==> src/rtl/dsp48e2_lite.sv <==
// dsp48e2_lite: reduced DSP48E2-style 48-bit slice with W/X/Y/Z muxes, SIMD ALU, 27x18 multiplier and optional A/B/C/P registers
module dsp48e2_lite #(
  parameter string       USE_SIMD = "ONE48",
  parameter string       USE_MULT = "NONE",
  parameter int          AREG     = 0,
  parameter int          BREG     = 0,
  parameter int          CREG     = 0,
  parameter int          PREG     = 0,
  parameter logic [47:0] RND      = 48'h0
) (
  input  logic        clock,
  input  logic        reset,
  input  logic        ce,
  input  logic [29:0] a,
  input  logic [17:0] b,
  input  logic [47:0] c,
  input  logic        carryin,
  input  logic [8:0]  opmode,
  input  logic [3:0]  alumode,
  output logic [47:0] p,
  output logic [3:0]  carryout
);
  // Per 12-bit segment: does a lane start here, and does a lane end here (and so own a carryout bit)
  localparam logic [3:0] ST = (USE_SIMD == "FOUR12") ? 4'b1111 : (USE_SIMD == "TWO24") ? 4'b0101 : 4'b0001;
  localparam logic [3:0] EN = (USE_SIMD == "FOUR12") ? 4'b1111 : (USE_SIMD == "TWO24") ? 4'b1010 : 4'b1000;
  localparam bit MULT = (USE_MULT == "MULTIPLY");
  logic [29:0] a_r, aq;
  logic [17:0] b_r, bq;
  logic [47:0] c_r, cq, p_r, alu_p, ab, m, pfb, shr, x, y, z, w;
  logic [3:0]  co_r, alu_co;
  logic signed [44:0] prod;
  logic [51:0] r;
  logic [2:0]  k0, kn;
  logic        sub, neg;
  // Four-operand segmented adder: carries ripple between 12-bit segments except at lane starts,
  // where k0 (lane 0) or kn (other lanes) is injected instead. Top nibble holds lane carryouts.
  function automatic logic [51:0] ladd(input logic [47:0] o0, o1, o2, o3, input logic [2:0] k0_i, kn_i);
    logic [14:0] s;
    logic [2:0]  cy;
    ladd = '0;
    cy = '0;
    for (int i = 0; i < 4; i++) begin
      cy = (i == 0) ? k0_i : ST[i] ? kn_i : cy;
      s = 15'(o0[12*i +: 12]) + 15'(o1[12*i +: 12]) + 15'(o2[12*i +: 12]) + 15'(o3[12*i +: 12]) + 15'(cy);
      ladd[12*i +: 12] = s[11:0];
      ladd[48+i] = EN[i] & s[12];
      cy = s[14:12];
    end
  endfunction
  assign aq   = (AREG != 0) ? a_r : a;
  assign bq   = (BREG != 0) ? b_r : b;
  assign cq   = (CREG != 0) ? c_r : c;
  assign ab   = {aq, bq};
  assign prod = $signed(aq[26:0]) * $signed(bq);
  assign m    = MULT ? {{3{prod[44]}}, prod} : '0;
  assign pfb  = (PREG != 0) ? p_r : '0;
  assign shr  = $signed(pfb) >>> 17;
  // Operand muxes and ALU; subtract uses -(W+X+Y+CIN) = ~W+~X+~Y+3-CIN per lane, and -Z-1 = ~Z
  always_comb begin
    x = (opmode[1:0] == 2'b01) ? m : (opmode[1:0] == 2'b10) ? pfb : (opmode[1:0] == 2'b11) ? ab : '0;
    y = (opmode[3:2] == 2'b10) ? '1 : (opmode[3:2] == 2'b11) ? cq : '0;
    z = (opmode[6:4] == 3'b010 || opmode[6:4] == 3'b100) ? pfb : (opmode[6:4] == 3'b011) ? cq :
        (opmode[6:4] == 3'b110) ? shr : '0;
    w = (opmode[8:7] == 2'b01) ? pfb : (opmode[8:7] == 2'b10) ? RND : (opmode[8:7] == 2'b11) ? cq : '0;
    sub = (alumode == 4'b0011);
    neg = (alumode == 4'b0001);
    k0 = sub ? 3'd3 - {2'b0, carryin} : {2'b0, carryin};
    kn = sub ? 3'd3 : 3'd0;
    r = ladd(neg ? ~z : z, sub ? ~w : w, sub ? ~x : x, sub ? ~y : y, k0, kn);
    alu_p = (alumode == 4'b0000 || sub || neg) ? r[47:0] : (alumode == 4'b0010) ? ~r[47:0] :
            (alumode == 4'b0100) ? x ^ z : (alumode == 4'b1100) ? x & z : '0;
    alu_co = (alumode == 4'b0000) ? r[51:48] : '0;
  end
  // Pipeline registers: reset clears, ce loads, otherwise hold
  always_ff @(posedge clock) begin
    if (reset) begin
      a_r  <= '0;
      b_r  <= '0;
      c_r  <= '0;
      p_r  <= '0;
      co_r <= '0;
    end else if (ce) begin
      a_r  <= a;
      b_r  <= b;
      c_r  <= c;
      p_r  <= alu_p;
      co_r <= alu_co;
    end
  end
  assign p        = (PREG != 0) ? p_r : alu_p;
  assign carryout = (PREG != 0) ? co_r : alu_co;
endmodule

==> config.mk <==
export PLATFORM = sky130hd
export DESIGN_NAME = dsp48e2_lite
export DESIGN_NICKNAME = d
export VERILOG_FILES = /design/src/rtl/dsp48e2_lite.sv
export SDC_FILE = /design/constraint.sdc
export NUM_CORES = 1
export LEC_CHECK = 0
export ABC_CLOCK_PERIOD_IN_PS = 25300
export BUFFER_PORTS_ARGS = -buffer_cell sky130_fd_sc_hd__buf_2
export CAP_MARGIN = 10
export CORE_ASPECT_RATIO = 0.9
export CORE_MARGIN = 4
export CORE_UTILIZATION = 55
export DETAILED_ROUTE_END_ITERATION = 10
export PLACE_DENSITY_LB_ADDON = 0.2
export SLEW_MARGIN = 10
export SYNTH_ARGS = -nofsm -noshare
export SYNTH_HDL_FRONTEND = slang
export SYNTH_SLANG_ARGS = --single-unit
==> constraint.sdc <==
create_clock -name vclk -period 25.3
set_input_delay 5.06 -clock vclk [all_inputs]
set_output_delay 5.06 -clock vclk [all_outputs]
set_load 0.005 [all_outputs]
[Yosys cells after proc, flatten, opt, wreduce, memory -nomap -nowiden]
Cells that the tools add are included.
Operators by class
  add/sub/neg operators: 17
  multipliers: 0
  divide/modulo/power cells: 0
  magnitude comparators: 0
  eq/ne operators: 16
  shift operators: 0
  mux-type cells: 20
  bitwise operators: 7
  reduce and logical (&&, ||, !) cells: 4
Operators with widths (number)
  2-to-1 mux 48 bit: 18
  inverter 48 bit: 5
  adder 12 x 12 -> 13 bit: 4
  bitwise AND 48 bit: 1
  XOR 48 bit: 1
  adder 14 x 12 -> 15 bit: 3
  adder 15 x 3 -> 15 bit: 3
  adder 13 x 12 -> 14 bit: 3
  adder 13 x 12 -> 13 bit: 2
  adder 13 x 3 -> 13 bit: 1
  equality test 2 bit, second input constant: 6
  equality test 4 x 2 -> 1 bit, second input constant: 2
  equality test 3 x 2 -> 1 bit, second input constant: 2
  equality test 2 x 1 -> 1 bit, second input constant: 2
  equality test 4 x 1 -> 1 bit, second input constant: 1
  equality test 4 x 3 -> 1 bit, second input constant: 1
  equality test 4 bit, second input constant: 1
  logical NOT 4 bit: 1
  2-to-1 mux 4 bit: 1
  equality test 3 bit, second input constant: 1
  logical OR 1 bit: 3
  2-to-1 mux 3 bit: 1
  subtractor 2 x 1 -> 3 bit, first input constant: 1
Word-level totals
  register bits after elaboration: 0
  latch bits: 0
  RAM bits: 0
  bits in read-only memories: 0
  input bits: 113
  output and inout port bits: 52
  logic and storage cells: 64
  memories kept: 0

[Depth between registers and ports, before layout]
Gate-level depths: netlist of the first run.
  depth after elaboration: 16
  gate-level depth with buffers: 55
  depth with buffers taken out: 51

[Worst setup path before layout of the first run]
No wires, ideal clock.
  path kind: input port to output port
  start: input port alumode[2]
  end: output port p[47]
  arrival time: 17.054 ns
  required time: 20.240 ns
  path slack: 3.186 ns
  stages: 54
  buffers on the path: 4
  cells stage by stage: buf_2 -> nor2_2 -> and3_1 -> buf_2 -> inv_2 -> buf_2 -> buf_2 -> xnor2_1 -> fa_1 -> inv_1 -> fa_1 -> inv_1 -> ha_1 -> nor2b_1 -> o2111ai_1 -> nand3_1 -> a41oi_1 -> o21bai_1 -> [... 18 more ...] -> nor2b_1 -> o21a_1 -> o21ai_1 -> a21oi_1 -> a41oi_1 -> mux2i_1 -> o2111ai_1 -> fa_1 -> fa_1 -> ha_1 -> fa_1 -> a211oi_1 -> o21ai_1 -> nor3_1 -> o31ai_1 -> a21oi_1 -> xor2_1 -> a21oi_1
On the way
  word-level cells in the longest chain between the ends: 12
  elaborated cells between the ends (all ways): 34
  those cells by class: add/sub (16); eq/ne (5); mux (9); bitwise (1); reduce/logical (3)
Ends and longest elaborated chain
  start, declared: line 19  | input logic [3:0] alumode,
  equality test 4 x 1 -> 1 bit or equality test 4 x 2 -> 1 bit (tied branches): line 66, 65
  2-to-1 mux 48 bit: line 69  | r = ladd(neg ? ~z : z, sub ? ~w : w, sub ? ~x : x, sub ? ~y : y, k0, kn);
  adder 12 x 12 -> 13 bit: line 44  | s = 15'(o0[12*i +: 12]) + 15'(o1[12*i +: 12]) + 15'(o2[12*i +: 12]) + 15'(o3[12*i +: 12]) + 15'(cy);
  adder 13 x 12 -> 14 bit: line 44
  adder 14 x 12 -> 15 bit: line 44
  adder 15 x 3 -> 15 bit (3 in a row): line 44
  adder 13 x 3 -> 13 bit: line 44
  inverter 48 bit: line 70  | alu_p = (alumode == 4'b0000 || sub || neg) ? r[47:0] : (alumode == 4'b0010) ? ~r[47:0] :
  2-to-1 mux 48 bit: line 70
  2-to-1 mux 48 bit *: line 70
  end, declared: line 20  | output logic [47:0] p,
Mark *: on every way between the ends. The rest lies on a longest branch, timed or not.

[Final worst setup path of the first run]
Ends and elaborated chain as after synthesis.

==> results by group, run 1 <==
STA
  • Final Cycle Share: 0.956
  • Max Freq: 41.4 MHz
  • Final setup fails: 0
  • Total negative slack: 0 ns
  • Max Slew Vio Count: 0
  • RSZ-0062 raised after global routing: no
  • Worst relative slew slack: 0.165
  • Period minus WS final: 24.18 ns
  • Fin. Hold Viols: 0
  • Final WS setup: 1.12 ns
  • Worst-Margin Slew: 1.25 ns

Power and ir drop
  • Pleak: 5.24 nW
  • Pwr dens: 40.0 mW/mm^2
  • Max IR drop VDD: 0.0000167 V
  • Power Total: 430 uW

GRT
  • Antenna violations before repair: 3
  • Number of global-route vias before repair: 8705
  • Tot GR Track Use: 0.268
  • First-pass GRT wire length: 44400 microns
  • Global route total overflow: 0
  • Largest net degree at the start of global routing: 58

Setup path
  • Critical path class: in2out
  • Worst Path Required: 20.24 ns
  • CP Buf/Inv Count: 7
  • Critical path's largest stage delay: 0.58 ns
  • CP max stage cell: and3_4
  • CP max FO: 30
  • CP startpoint kind: input port
  • Crit-path most repeated cell: fa_1
  • CP Capture Type: output pin
  • Crit path arrival time: 19.12 ns
  • Critical path's top delay family: adder cells

Final layout
  • Fillcell total: 1644
  • # clk buffers: 0
  • Nets: 1634
  • Register area: 0 sq um
  • Share of post-route cells with drive strength above 1: 0.152
  • Area growth syn-to-layout: 9.05%
  • Flip-flop and latch count: 0
  • Fin cells: 1526

CTS
  • Setup Buffers After CTS: 0
  • Hold_buf cts: 0
  • Post-cts sizing count: 0

Place
  • IO Port Bufs: 159
  • RePlAce Congestion: 0.876
  • Pre-CTS WS: 1.23 ns
  • Placed cells: 1525
  • Post-DP HPWL: 20300 microns

Die
  • Row cnt: 46
  • Die Wd: 149 microns
  • Core Area: 0.0176 sq mm
  • I/O pin count: 165
  • Die area: 0.0201 sq mm
  • Initial Util: 0.560
  • Overall die height: 135 microns

Drt
  • Routed wire length: 27200 microns
  • Initial DRC count: 529
  • Vias: 8641
  • Drt pass-1 iters: 4
  • Routed vias/inst: 5.66
  • Final ANT Viol Nets: 0
  • DRC viols: 0
  • Post-DR wirelength/cell: 17.8 microns

Synthesis
  • Proportion of synthesized chip area in sequential cells: 0
  • Post-synthesis cell type count: 55
  • Syn_area_per_cell: 8.29 sq um
  • Synth warn: 0
  • Mapped Cells: 1189
  • Synthesized area: 0.00985 sq mm

Run
  • Max cap viols: 0

Min path
  • Hold Crit Class: in2out

Run status
  • Status: finished, final reports clean
[synth_stat cells (all sizes together), types with 3 or more instances]
cell	n	share of area
o21a	7	0.0055
nor3b	3	0.0023
o22a	8	0.0071
nor2	27	0.011
xor2	22	0.020
nand3	6	0.0030
and2	51	0.032
o22ai	42	0.027
a21o	10	0.0077
fa	103	0.21
clkbuf	41	0.016
or2	5	0.0032
buf	38	0.020
nor2b	7	0.0044
a211oi	5	0.0048
and3	51	0.033
ha	131	0.17
xnor2	250	0.22
a21oi	47	0.024
nand2	75	0.029
nand2b	7	0.0044
o21bai	4	0.0030
inv	99	0.038
o21ai	66	0.034
mux2i	47	0.048
nor3	11	0.0056
[layer usage]
metal / GRT usage / wire length, microns / vias up
met1: 0.391 / 12500 / 4182
met5: 0 / 27 / -
met2: 0.452 / 12800 / 275
met3: 0.0198 / 1660 / 22
met4: 0.0295 / 212 / 4
li1: - / - / 4158
[path summary, 6_finish.rpt]
kind | cells after the start | slack, ns | to | startpoint
setup / recovery | 52 | 1.12 | p[47] | alumode[2]
hold / removal | 5 | 10.58 | carryout[3] | alumode[3]
[cell type report]
type | count | area [sq um] | area share
multi-input combinational | 1013 | 9170 | 0.853
timing repair buffer | 173 | 901 | 0.0838
inverter | 99 | 374 | 0.0348
tap | 240 | 300 | 0.0279
antenna | 1 | 2.50 | 0.000233
[report_power, final]
part	internal (mW)	total, mW	switching (mW)	leakage, nW
logic	0.200	0.430	0.229	5.24
clock network	0.00000000529	0.00000000529	0	0.00000634
registers	0	0	0	0
[metrics by stage]
step | util | cell area, sq um | hold slack, ns
global route | 0.610 | 10700 | 10.61
global placement | 0.610 | 10700 | 10.57
detailed placement | 0.610 | 10700 | 10.57
CTS | 0.610 | 10700 | 10.58
floorplan | - | 9860 | 10.24
finish | 0.610 | 10700 | 10.58
[cell families after synthesis]
group / Yosys count / share of synthesized area
AO/OA/AOI/OAI: 209 / 0.130
XOR/XNOR: 272 / 0.242
adder cells (fa/ha/maj): 234 / 0.376
buffers and inverters: 178 / 0.0730
multiplexers: 48 / 0.0489
other: 1 / 0.000381
AND/OR/NAND/NOR: 247 / 0.130
[placed cells by master (no fill, tap or decap), drive strengths merged, types with 5 or more instances in the layout]
cell type    n
xnor2      250
nand3        6
o21ai       66
nor2b        7
nor2        27
buf        173
o22ai       42
inv         99
ha         131
nor3        11
fa         103
and2        51
a21oi       47
xor2        22
a211oi       5
o21a         7
o22a         8
a21o        10
nand2       75
nand2b       7
or2          5
mux2i       47
and3        51
No activity file was read; power rests on OpenSTA's default activity.
==> run 2: changes to the inputs <==
ABC_AREA = 1   (was default)
ABC_CLOCK_PERIOD_IN_PS = 22500   (was 25300)
MAX_ROUTING_LAYER = met4   (was default)
clock period = 22.5 ns   (was 25.3 ns; I/O delays follow)
==> run 2 against run 1 <==
Critical path depth increased by 2. Final area increased by 6.9%. Worst setup slack improved by 0.18 ns. Routed wire length increased by 8.2%. Critical endpoint is now p[45]. Largest cell class unchanged. Highest routed layer is now met4.
==> results by group, run 2 <==
GRT
  • Number of global-route vias before repair: 10100 (+17%)
  • Global route total overflow: 0 (unchanged)
  • First-pass GRT wire length: 49400 microns (+11%)
  • Antenna violations before repair: 0 (-3)
  • Tot GR Track Use: 0.280 (+0.0122)
  • Largest net degree at the start of global routing: 47 (-19%)

Final layout
  • ANT cells: 0 (-1)
  • Most frequent cells in the layout: inv_1, nand2_1, nor2_1
  • Area growth syn-to-layout: 8.20%
  • Register area: 0 sq um (unchanged)
  • Fillcell total: 1826 (+11%)
  • Nets: 2053 (+26%)
  • Share of post-route cells with drive strength above 1: 0.109 (-0.0432)
  • # clk buffers: 0 (unchanged)
  • Flip-flop and latch count: 0 (unchanged)
  • Utilization after layout: 0.614 (+0.00422)
  • Most common cell after layout, fill and taps aside: inv_1

Die
  • Core Area: 0.0187 sq mm (+6.2%)
  • Initial Util: 0.568 (+0.00831)
  • Row cnt: 47 (+2.2%)
  • Overall die height: 140 microns (+3.6%)
  • Die area: 0.0216 sq mm (+7.3%)
  • Die Wd: 154 microns (+3.6%)
  • I/O pin count: 165 (unchanged)

Synthesis
  • Mapped Cells: 1601 (+35%)
  • Proportion of synthesized chip area in sequential cells: 0 (unchanged)
  • Post-synthesis cell type count: 34 (-38%)
  • Yosys top cell area share: 0.194 (-0.0280)
  • Syn_area_per_cell: 6.63 sq um (-20%)
  • Synth warn: 0 (unchanged)
  • Post-synth top area cell: fa_1
  • Top cell types by occurrence after synthesis: inv_1, nand2_1, nor2_1
  • Ranking of synthesized cells by area: fa_1, ha_1, inv_1
  • Synthesized area: 0.0106 sq mm (+7.8%)
  • Count leader, synth: inv_1

Setup path
  • Crit-path most repeated cell: nand2_1
  • CP startpoint kind: input port
  • Critical path class: in2out
  • CP Capture Type: output pin
  • Crit path arrival time: 16.70 ns (-2.42 ns)
  • Crit path from: alumode[2]
  • CP max FO: 46 (+53%)
  • CP max stage cell: nand3_4
  • Worst Path Required: 18.00 ns (-2.24 ns)
  • Critical path's top delay family: adder cells
  • CP Buf/Inv Count: 6 (-1)
  • Critical path's largest stage delay: 0.65 ns (+0.07 ns)

Place
  • Post-DP HPWL: 22900 microns (+13%)
  • RePlAce Congestion: 0.951 (+8.6%)
  • IO Port Bufs: 159 (unchanged)

Drt
  • Initial DRC count: 548 (+3.6%)
  • DRC viols: 0 (unchanged)
  • Post-DR wirelength/cell: 15.1 microns (-15%)
  • Drt pass-1 iters: 5 (+1)
  • Routed wire length: 29400 microns (+8.2%)
  • Routed vias/inst: 5.30 (-6.4%)
  • Final ANT Viol Nets: 0 (unchanged)
  • Vias: 10300 (+20%)

STA
  • RSZ-0062 raised after global routing: no
  • Final Cycle Share: 0.942
  • Fin. Hold Viols: 0 (unchanged)
  • Period minus WS final: 21.20 ns
  • Max Slew Vio Count: 0 (unchanged)
  • Final setup fails: 0 (unchanged)
  • Total negative slack: 0 ns (unchanged)
  • Max Freq: 47.2 MHz
  • Worst relative slew slack: 0.353 (+0.188)
  • Worst-Margin Slew: 0.968 ns (-0.280 ns)

Power and ir drop
  • Pwr dens: 41.1 mW/mm^2 (+2.8%)
  • Pleak: 6.42 nW (+22%)
  • Max IR drop VDD: 0.0000201 V (+20%)

Run status
  • Status: finished, final reports clean

Min path
  • Worst Hold Path Cells: 5 (unchanged)
  • Hold wc startpoint: alumode[1]
  • Hold Crit Class: in2out
  • Worst hold endpoint: carryout[3]

CTS
  • Hold_buf cts: 0 (unchanged)
  • Post-cts sizing count: 0 (unchanged)
  • Setup Buffers After CTS: 0 (unchanged)

Run
  • Max cap viols: 0 (unchanged)
==> run 2: cell count changes after synthesis, moves of 63 or more <==
cell     before  now
nor2_1       26  202
xnor2_1     250  104
nand2_1      75  253
nand3_1       6   69
xor2_1       22  116
inv_1        98  324
==> run 2: report_power, final <==
part           switching, mW  internal, mW
Clock                      0             0
Combinational          0.287         0.186
Sequential                 0             0
Total                  0.287         0.186
==> run 2: cell families (layout without fill, tap and decap cells) <==
| logic type | count (synthesis) | in the layout | share of synthesized area |
|---|---|---|---|
| AND/OR/NAND/NOR | 602 | 602 | 0.241 |
| buffers and inverters | 400 | 501 | 0.152 |
| other | 1 | 3 | 0.000353 |
| adder cells (fa/ha/maj) | 234 | 234 | 0.349 |
| XOR/XNOR | 220 | 220 | 0.181 |
| AO/OA/AOI/OAI | 144 | 144 | 0.0764 |
==> run 2: worst max path at each step <==
stage | endpoint | slack, ns | cells after the start
2_1_floorplan | p[41] | 3.83 | 53
5_1_grt | p[45] | 0.51 | 54
6_report | p[45] | 1.30 | 54
4_1_cts | p[45] | 1.36 | 54
3_5_place_dp | p[45] | 1.41 | 54
3_3_place_gp | p[45] | 1.58 | 54
==> run 2: metrics by stage <==
step	hold slack (ns)	power, mW	worst slack (ns)	std cells	instance area (sq um)
3_5_place_dp	9.56	0.468	1.41	1949	11500
3_3_place_gp	9.57	0.460	1.58	1949	11500
4_1_cts	9.57	0.472	1.36	1949	11500
5_1_grt	9.63	0.543	0.515	1949	11500
2_1_floorplan	9.11	0.355	3.83	1603	10600
6_report	9.56	0.472	1.30	1949	11500
==> run 2: cell type report <==
class / count / area (sq um) / area share
Tap cell: 245 / 307 / 0.0267
Timing Repair Buffer: 174 / 908 / 0.0791
Inverter: 327 / 1230 / 0.107
Multi-Input combinational cell: 1203 / 9050 / 0.787
==> run 2: metal layers <==
layer / global-route usage / wire length [microns] / vias to the layer above / part of all wire
li1: - / - / 5174 / -
met4: 0.0507 / 617 / 0 / 0.021
met2: 0.463 / 13600 / 347 / 0.46
met1: 0.379 / 13000 / 4764 / 0.44
met5: - / 0 / - / 0
met3: 0.0298 / 2190 / 41 / 0.074
